`config.mk`:
```
export PLATFORM = sky130hd
export DESIGN_NAME = avalon_bus_arbiter_flat
export DESIGN_NICKNAME = d
export VERILOG_FILES = /design/src/rtl/avalon_bus_arbiter_if.sv /design/src/rtl/avalon_bus_arbiter.sv /design/src/flat_wrapper.sv
export SDC_FILE = /design/constraint.sdc
export NUM_CORES = 1
export LEC_CHECK = 0
export BUFFER_PORTS_ARGS = -buffer_cell sky130_fd_sc_hd__buf_2
export CAP_MARGIN = 20
export CORE_UTILIZATION = 44
export CTS_CLUSTER_SIZE = 30
export DETAILED_ROUTE_END_ITERATION = 6
export PLACE_DENSITY = 0.73
export SETUP_SLACK_MARGIN = 0.2
export SYNTH_ARGS = -nofsm -noshare
export SYNTH_HDL_FRONTEND = slang
export SYNTH_SLANG_ARGS = --single-unit
```
`constraint.sdc`:
```
create_clock -name clk -period 5.3 [get_ports clk]
set_clock_uncertainty 0.15 [all_clocks]
set_input_delay 0.795 -clock clk [delete_from_list [all_inputs] [get_ports clk]]
set_output_delay 0.795 -clock clk [all_outputs]
set_load 0.1 [all_outputs]
```
`src/rtl/avalon_bus_arbiter_if.sv`:
```
// rtl/avalon_bus_arbiter_if.sv - Avalon-MM master port bundle shared by fetch and data paths
interface avalon_bus_arbiter_if;
  logic [31:0] address;
  logic        read;
  logic        write;
  logic        waitrequest;
  logic [31:0] writedata;
  logic [3:0]  byteenable;
  logic [31:0] readdata;

  modport master (
    output address, read, write, writedata, byteenable,
    input  waitrequest, readdata
  );

  modport slave (
    input  address, read, write, writedata, byteenable,
    output waitrequest, readdata
  );
endinterface

```
`src/rtl/avalon_bus_arbiter.sv`:
```
// rtl/avalon_bus_arbiter.sv - round-robin fetch/data arbiter onto one Avalon-MM master with stall watchdog
module avalon_bus_arbiter #(
  parameter int unsigned TIMEOUT_CYCLES = 255
) (
  input  logic                        clk,
  input  logic                        reset,
  input  logic                        ifetch_req,
  input  logic [31:0]                 ifetch_addr,
  output logic [31:0]                 ifetch_rdata,
  output logic                        ifetch_ack,
  input  logic                        data_req,
  input  logic                        data_we,
  input  logic [31:0]                 data_addr,
  input  logic [31:0]                 data_wdata,
  input  logic [3:0]                  data_byteenable,
  output logic [31:0]                 data_rdata,
  output logic                        data_ack,
  output logic                        bus_error,
  avalon_bus_arbiter_if.master        bus
);

  typedef enum logic [1:0] {IDLE, BUS_FETCH, BUS_DATA, ACK} state_t;

  localparam logic [15:0] STALL_LIMIT = 16'(TIMEOUT_CYCLES - 1);

  state_t      state;
  state_t      state_next;
  logic        last_grant_data;
  logic [31:0] addr_r;
  logic [3:0]  be_r;
  logic        we_r;
  logic [31:0] wdata_r;
  logic [15:0] stall_cnt;
  logic        err_r;
  logic        grant_fetch;
  logic        grant_data;
  logic        in_bus;
  logic        done;
  logic        abort;

  // Contested requests go to whoever did not win last time.
  always_comb begin
    grant_fetch = 1'b0;
    grant_data  = 1'b0;
    if (state == IDLE) begin
      if (ifetch_req && data_req) begin
        grant_data  = !last_grant_data;
        grant_fetch = last_grant_data;
      end else begin
        grant_fetch = ifetch_req;
        grant_data  = data_req;
      end
    end
  end

  assign in_bus = (state == BUS_FETCH) || (state == BUS_DATA);
  assign done   = in_bus && !bus.waitrequest;
  assign abort  = in_bus && bus.waitrequest && (stall_cnt == STALL_LIMIT);

  always_ff @(posedge clk or posedge reset) begin
    if (reset) state <= IDLE;
    else       state <= state_next;
  end

  always_comb begin
    state_next = state;
    case (state)
      IDLE: begin
        if (grant_data)       state_next = BUS_DATA;
        else if (grant_fetch) state_next = BUS_FETCH;
      end
      BUS_FETCH, BUS_DATA: if (done || abort) state_next = ACK;
      ACK:     state_next = IDLE;
      default: state_next = IDLE;
    endcase
  end

  always_ff @(posedge clk or posedge reset) begin
    if (reset) begin
      last_grant_data <= 1'b0;
      addr_r          <= 32'h0;
      be_r            <= 4'h0;
      we_r            <= 1'b0;
      wdata_r         <= 32'h0;
      stall_cnt       <= 16'h0;
      err_r           <= 1'b0;
      ifetch_rdata    <= 32'h0;
      data_rdata      <= 32'h0;
    end else begin
      if (grant_fetch || grant_data) last_grant_data <= grant_data;
      if (grant_fetch) begin
        addr_r  <= ifetch_addr & ~32'h3;
        be_r    <= 4'hF;
        we_r    <= 1'b0;
        wdata_r <= 32'h0;
      end else if (grant_data) begin
        addr_r  <= data_addr & ~32'h3;
        be_r    <= data_byteenable;
        we_r    <= data_we;
        wdata_r <= data_we ? data_wdata : 32'h0;
      end
      if (!in_bus)               stall_cnt <= 16'h0;
      else if (bus.waitrequest)  stall_cnt <= stall_cnt + 16'h1;
      if (in_bus) err_r <= abort;
      // An aborted transfer hands back zero so the core never consumes stale data.
      if (abort) begin
        if (state == BUS_FETCH) ifetch_rdata <= 32'h0;
        else                    data_rdata   <= 32'h0;
      end else if (done && !we_r) begin
        if (state == BUS_FETCH) ifetch_rdata <= bus.readdata;
        else                    data_rdata   <= bus.readdata;
      end
    end
  end

  always_comb begin
    bus.read       = 1'b0;
    bus.write      = 1'b0;
    bus.address    = 32'h0;
    bus.writedata  = 32'h0;
    bus.byteenable = 4'h0;
    ifetch_ack     = 1'b0;
    data_ack       = 1'b0;
    bus_error      = 1'b0;
    case (state)
      BUS_FETCH, BUS_DATA: begin
        bus.read       = !we_r;
        bus.write      = we_r;
        bus.address    = addr_r;
        bus.writedata  = wdata_r;
        bus.byteenable = be_r;
      end
      ACK: begin
        ifetch_ack = !last_grant_data;
        data_ack   = last_grant_data;
        bus_error  = err_r;
      end
      default: ;
    endcase
  end

endmodule

```
`src/flat_wrapper.sv`:
```
// flat-port wrapper written by rule: the top's interface ports become plain ports
module avalon_bus_arbiter_flat 
#(
  parameter int unsigned TIMEOUT_CYCLES = 255
)
  (clk, reset, ifetch_req, ifetch_addr, ifetch_rdata, ifetch_ack, data_req, data_we, data_addr, data_wdata, data_byteenable, data_rdata, data_ack, bus_error, bus_address, bus_read, bus_write, bus_writedata, bus_byteenable, bus_waitrequest, bus_readdata);
  avalon_bus_arbiter_if bus_i ();
  input  logic clk;
  input  logic reset;
  input  logic ifetch_req;
  input  logic [31:0] ifetch_addr;
  output logic [31:0] ifetch_rdata;
  output logic ifetch_ack;
  input  logic data_req;
  input  logic data_we;
  input  logic [31:0] data_addr;
  input  logic [31:0] data_wdata;
  input  logic [3:0] data_byteenable;
  output logic [31:0] data_rdata;
  output logic data_ack;
  output logic bus_error;
  output wire logic [$bits(bus_i.address)-1:0] bus_address;
  output wire logic [$bits(bus_i.read)-1:0] bus_read;
  output wire logic [$bits(bus_i.write)-1:0] bus_write;
  output wire logic [$bits(bus_i.writedata)-1:0] bus_writedata;
  output wire logic [$bits(bus_i.byteenable)-1:0] bus_byteenable;
  input wire logic [$bits(bus_i.waitrequest)-1:0] bus_waitrequest;
  input wire logic [$bits(bus_i.readdata)-1:0] bus_readdata;
  assign bus_address = bus_i.address;
  assign bus_read = bus_i.read;
  assign bus_write = bus_i.write;
  assign bus_writedata = bus_i.writedata;
  assign bus_byteenable = bus_i.byteenable;
  assign bus_i.waitrequest = bus_waitrequest;
  assign bus_i.readdata = bus_readdata;
  avalon_bus_arbiter #(.TIMEOUT_CYCLES(TIMEOUT_CYCLES)) u_core (.clk(clk), .reset(reset), .ifetch_req(ifetch_req), .ifetch_addr(ifetch_addr), .ifetch_rdata(ifetch_rdata), .ifetch_ack(ifetch_ack), .data_req(data_req), .data_we(data_we), .data_addr(data_addr), .data_wdata(data_wdata), .data_byteenable(data_byteenable), .data_rdata(data_rdata), .data_ack(data_ack), .bus_error(bus_error), .bus(bus_i));
endmodule
```
; After elaboration in Yosys (flattened, before gate mapping)
; Cells that the tools add are included.
[op_classes]
n_addsub = 1
n_eq_ne = 7
mux = 35
n_bitwise = 1
reduce_logical = 18
[op_table]
columns = op, n
row1 = 32-bit two-way mux, 15
row2 = 16-bit two-way mux, 2
row3 = "16-bit by 1-bit adder with 16-bit output, second input constant", 1
row4 = "16-bit by 8-bit equality test with 1-bit output, second input constant", 1
row5 = 4-bit two-way mux, 3
row6 = 1-bit two-way mux, 11
row7 = 2-bit two-way mux, 3
row8 = 2-bit one-hot mux with 3 select lines, 1
row9 = 2-bit AND reduction, 3
row10 = 1-bit logical AND, 5
row11 = "2-bit equality test, second input constant", 2
row12 = 2-bit nonzero test, 2
row13 = 1-bit zero test, 3
row14 = 1-bit logical OR, 3
row15 = "3-bit by 1-bit != test with 1-bit output, second input constant", 1
row16 = "2-bit by 1-bit equality test with 1-bit output, second input constant", 1
row17 = 2-bit zero test, 1
row18 = "2-bit by 1-bit != test with 1-bit output, second input constant", 1
row19 = "2-bit != test, second input constant", 1
row20 = 2-bit OR reduction, 1
row21 = 1-bit inverter, 1
[word_totals]
regBits = 153
input_bits = 138
output_inout_bits = 137
wordCells = 72

; Depth between registers and ports, before layout
[depth]
ltp_word = 7
ltp_mapped = 9
depth_no_buf = 6

; Least setup slack after synthesis
; Ideal clock, no wire load.
[synth_timing]
path_type = flip-flop to flip-flop
from = register u_core.state[0]
to = register u_core.data_rdata[18]
setup_ps = 136
t_arrival_ps = 3267
required_ps = 5014
setup_slack_ps = 1748
path_stages_with_launch = 10
path_buffers = 3
period_less_slack_ps = 3552
path_cell_list = dfrtp_1 inv_1 ha_1 buf_6 nor2b_1 nor3b_1 clkbuf_1 buf_2 mux2i_1 nor2_1
[synth_between]
elab_chain_cells = 6
elab_cells_between_ends = 11
cone_classes = eq/ne: 2 / mux: 1 / bitwise: 1 / reduce/logical: 7
[synth_lines]
columns = item, line
row1 = "start, declared", avalon_bus_arbiter.sv:26  ; state_t state;
row2 = "start signal, assigned", avalon_bus_arbiter.sv:62  ; else state <= state_next;
row3 = 2-bit by 1-bit equality test with 1-bit output or 2-bit equality test (tied branches), avalon_bus_arbiter.sv:56  ; assign in_bus = (state == BUS_FETCH) || (state == BUS_DATA);
row4 = 1-bit logical OR *, avalon_bus_arbiter.sv:56
row5 = named net u_core.in_bus, avalon_bus_arbiter.sv:37  ; logic in_bus;
row6 = 1-bit logical AND (on tied branches), "avalon_bus_arbiter.sv:57, avalon_bus_arbiter.sv:58"
row7 = 1-bit logical AND (on tied branches), "avalon_bus_arbiter.sv:109, avalon_bus_arbiter.sv:58"
row8 = 2-bit nonzero test (no line), -
row9 = 2-bit AND reduction (no line), -
row10 = "end signal, assigned", avalon_bus_arbiter.sv:111  ; else data_rdata <= bus.readdata;
row11 = "end, declared", avalon_bus_arbiter.sv:16  ; output logic [31:0] data_rdata,
; Mark *: on every way through the listed nets, which the timed path passes. The rest lies on a longest branch.
; A chain may end at the register's enable or synchronous reset.

; Worst setup path in the final report
[layout_timing]
from = register u_core.state[0]
to = output bus_writedata[27]
[layout_between]
elab_chain_cells = 3
elab_cells_between_ends = 4
cone_classes = eq/ne: 2 / mux: 1 / reduce/logical: 1
[layout_lines]
columns = item, line
row1 = 2-bit by 1-bit equality test with 1-bit output or 2-bit equality test (tied branches), avalon_bus_arbiter.sv:125  ; case (state)
row2 = 2-bit OR reduction *, avalon_bus_arbiter.sv:125
row3 = 32-bit two-way mux *, avalon_bus_arbiter.sv:125
row4 = "end, declared", flat_wrapper.sv:25  ; output wire logic [$bits(bus_i.writedata)-1:0] bus_writedata;
; Every way passes the cells marked *; elsewhere a longest branch is shown, timed or not.

==> metrics <==
status completed; CTS Buffer Depth 2; Die Area between 15000 and 20000 µm²; core area approximately 15000 µm²; Crit Path Class reg2out; unrepaired setup endpoints after global routing no; Post-DRT Antenna Nets 0; 1st-pass router iterations 4; cell with the most instances after synthesis dfrtp_1; I/O pin total approximately 280; Peak Freq 277 MHz; H-Tree Depth 4; sequential fraction of the synthesis area 0.546; mapped cell area just under 7000 µm²; Warnings, synthesis 0; Mapped Cells between 600 and 700; CP endpoint kind primary output; Post-route DRC 0; slowest CP cell ha_2; CTS tree done; clock slew at reported path FFs roughly 60 ps; drt initial violations 247; layout cells sized above 1 0.346; Hold WC Path Type in2async; die boundary width between 100 and 150 µm; Total Negative Setup Slacks 0 ps; met3 Track Usage GR 0.0628; critical-path cell list inv_1 > ha_2 > buf_4 > and2_1 > buf_2; Avg Cell Area, Syn around 10 µm²; gr ovfl total 0; FF-to-FF path depth 7; endpoints failing setup 0; initial antenna violation count 0; CTS Root Cell clkbuf_16; Startpoint Class flip-flop; slew of the pin with the lowest slew margin 1030 ps; number of port buffers 268; Via Count between 5000 and 6000; WL per Instance 14.9 µm; worst rel slew slack 0.315; GRT met2 Usage 0.350; crit path time final between 3000 and 4000 ps; Die Y around 130 µm; Critical R2R Launch u_core.state[0]; post-synth top area share 0.546; Layout area overhead 29.8%; Rows 45; Final Wtd Congestion roughly 0.78; Crit path largest cell delay about 650 ps; flops & latches, synth 151; nets@finish 1057; global-route wire length before repair about 27000 µm; post-CTS setup buffer count 0; final wirelength 17000 µm; CTS resizes 0; post-synth top area cell dfrtp_1; worst reg2reg path endpoint u_core.data_rdata[1]; CTS Buf Count 17; largest net degree at the start of global routing 71; vias in the first global route roughly 5600; Crit path required time roughly 4400 ps; n_diodes 0; synth cell count leaders dfrtp_1, nor2_1, and2_1; largest cells by area after synthesis dfrtp_1, mux2i_1, and2_1; # hold bufs at CTS 0; CTS sink count 151; CP max FO 59; CP arrival between 2000 and 3000 ps; Initial Utilization 0.453; met1 Use GR 0.264; grt peak-use layer met2; ys async rst share 1.00; Synth Flop Type dfrtp_1; via/cell ratio 4.94; GRT Util Overall 0.213; Post-synth EDFFs 0; Slew Viols, Final 0; Final Cycle Share 0.681; worst skew pair latency approximately 420 ps; Final Hold Viols 0; Worst R2R Setup Slack between 2000 and 2500 ps; maxcap violations 0; Synth cell types 45; DP HPWL approximately 11000 µm
-- metrics by stage --
stage,setup slack (ps),hold slack (ps),std cells,utilization,cell area [µm²]
finish,1690,204,1138,0.588,8980
CTS,1650,209,1138,0.588,8980
floorplan,290,298,666,-,6920
detailed placement,2100,330,1106,0.549,8380
global placement,2100,319,1106,0.549,8380
global route,1480,216,1138,0.588,8980
-- layout by cell type, fill, tap and decap left out, types with 2 or more instances in the layout --
master,n
xnor2_1,4
clkinv_8,2
nand3_1,11
buf_2,268
nor3_1,3
nor2_1,94
or4_1,2
a2111oi_0,2
nor4_1,5
dfrtp_1,151
buf_4,10
nand4_1,4
inv_6,5
inv_1,6
clkinv_4,2
a21o_1,2
and2_1,83
clkbuf_16,17
nor2b_1,3
inv_8,3
xor2_1,8
nand2b_1,3
conb_1,2
a22o_1,32
mux2i_1,66
a31oi_1,30
ha_1,4
nand2_1,80
-- routing by layer --
metal | vias to the layer above | wire (µm)
met4 | 0 | 350
met3 | 29 | 1240
met2 | 196 | 8000
met5 | - | 0
li1 | 2738 | -
met1 | 2658 | 7360
-- cell families (layout without fill, tap and decap cells) --
family | after synthesis | after routing | synth area share
adder cells (fa/ha/maj) | 5 | 5 | 0.00904
AO/OA/AOI/OAI | 75 | 75 | 0.0823
buffers and inverters | 57 | 318 | 0.0418
flip-flops | 151 | 151 | 0.546
multiplexers | 66 | 66 | 0.0955
other | 1 | 2 | 0.000542
AND/OR/NAND/NOR | 298 | 298 | 0.209
XOR/XNOR | 12 | 12 | 0.0152
-- worst max-delay path by stage --
stage                                from                 to  slack [ps]  cells after the start
after floorplan                     reset  u_core.addr_r[10]         290                      1
after global placement    u_core.state[0]          bus_write        2100                      5
after detailed placement  u_core.state[0]          bus_write        2100                      5
after CTS                 u_core.state[0]          bus_write        1650                      5
after global routing      u_core.state[0]  bus_byteenable[0]        1480                      5
final                     u_core.state[0]  bus_writedata[27]        1690                      5
-- area by class of cell --
type	instances	area, µm²
fillers	1380	6280
repair buffers	279	1440
multi-input cells	458	2870
inverters	7	31.3
flip-flops and latches	151	3780
clock buffers	18	439
well taps	211	264
clock inverters	14	161
-- critical path: cells and delay by family (launching register included) --
family	cells	cell delay, ps
buffers and inverters	3	990
adder cells (fa/ha/maj)	1	650
flip-flops	1	390
AND/OR/NAND/NOR	1	200
-- flip-flops by register name, summed over array words and instances, names as in the netlist, 2 cells and up --
| name | flops |
|---|---|
| u_core.wdata_r | 32 |
| u_core.stall_cnt | 16 |
| u_core.data_rdata | 32 |
| u_core.be_r | 4 |
| u_core.addr_r | 30 |
| u_core.state | 2 |
| u_core.ifetch_rdata | 32 |
Power is not shown: default switching activity piles up to over one toggle a cycle in this logic, so the estimate is an artifact.
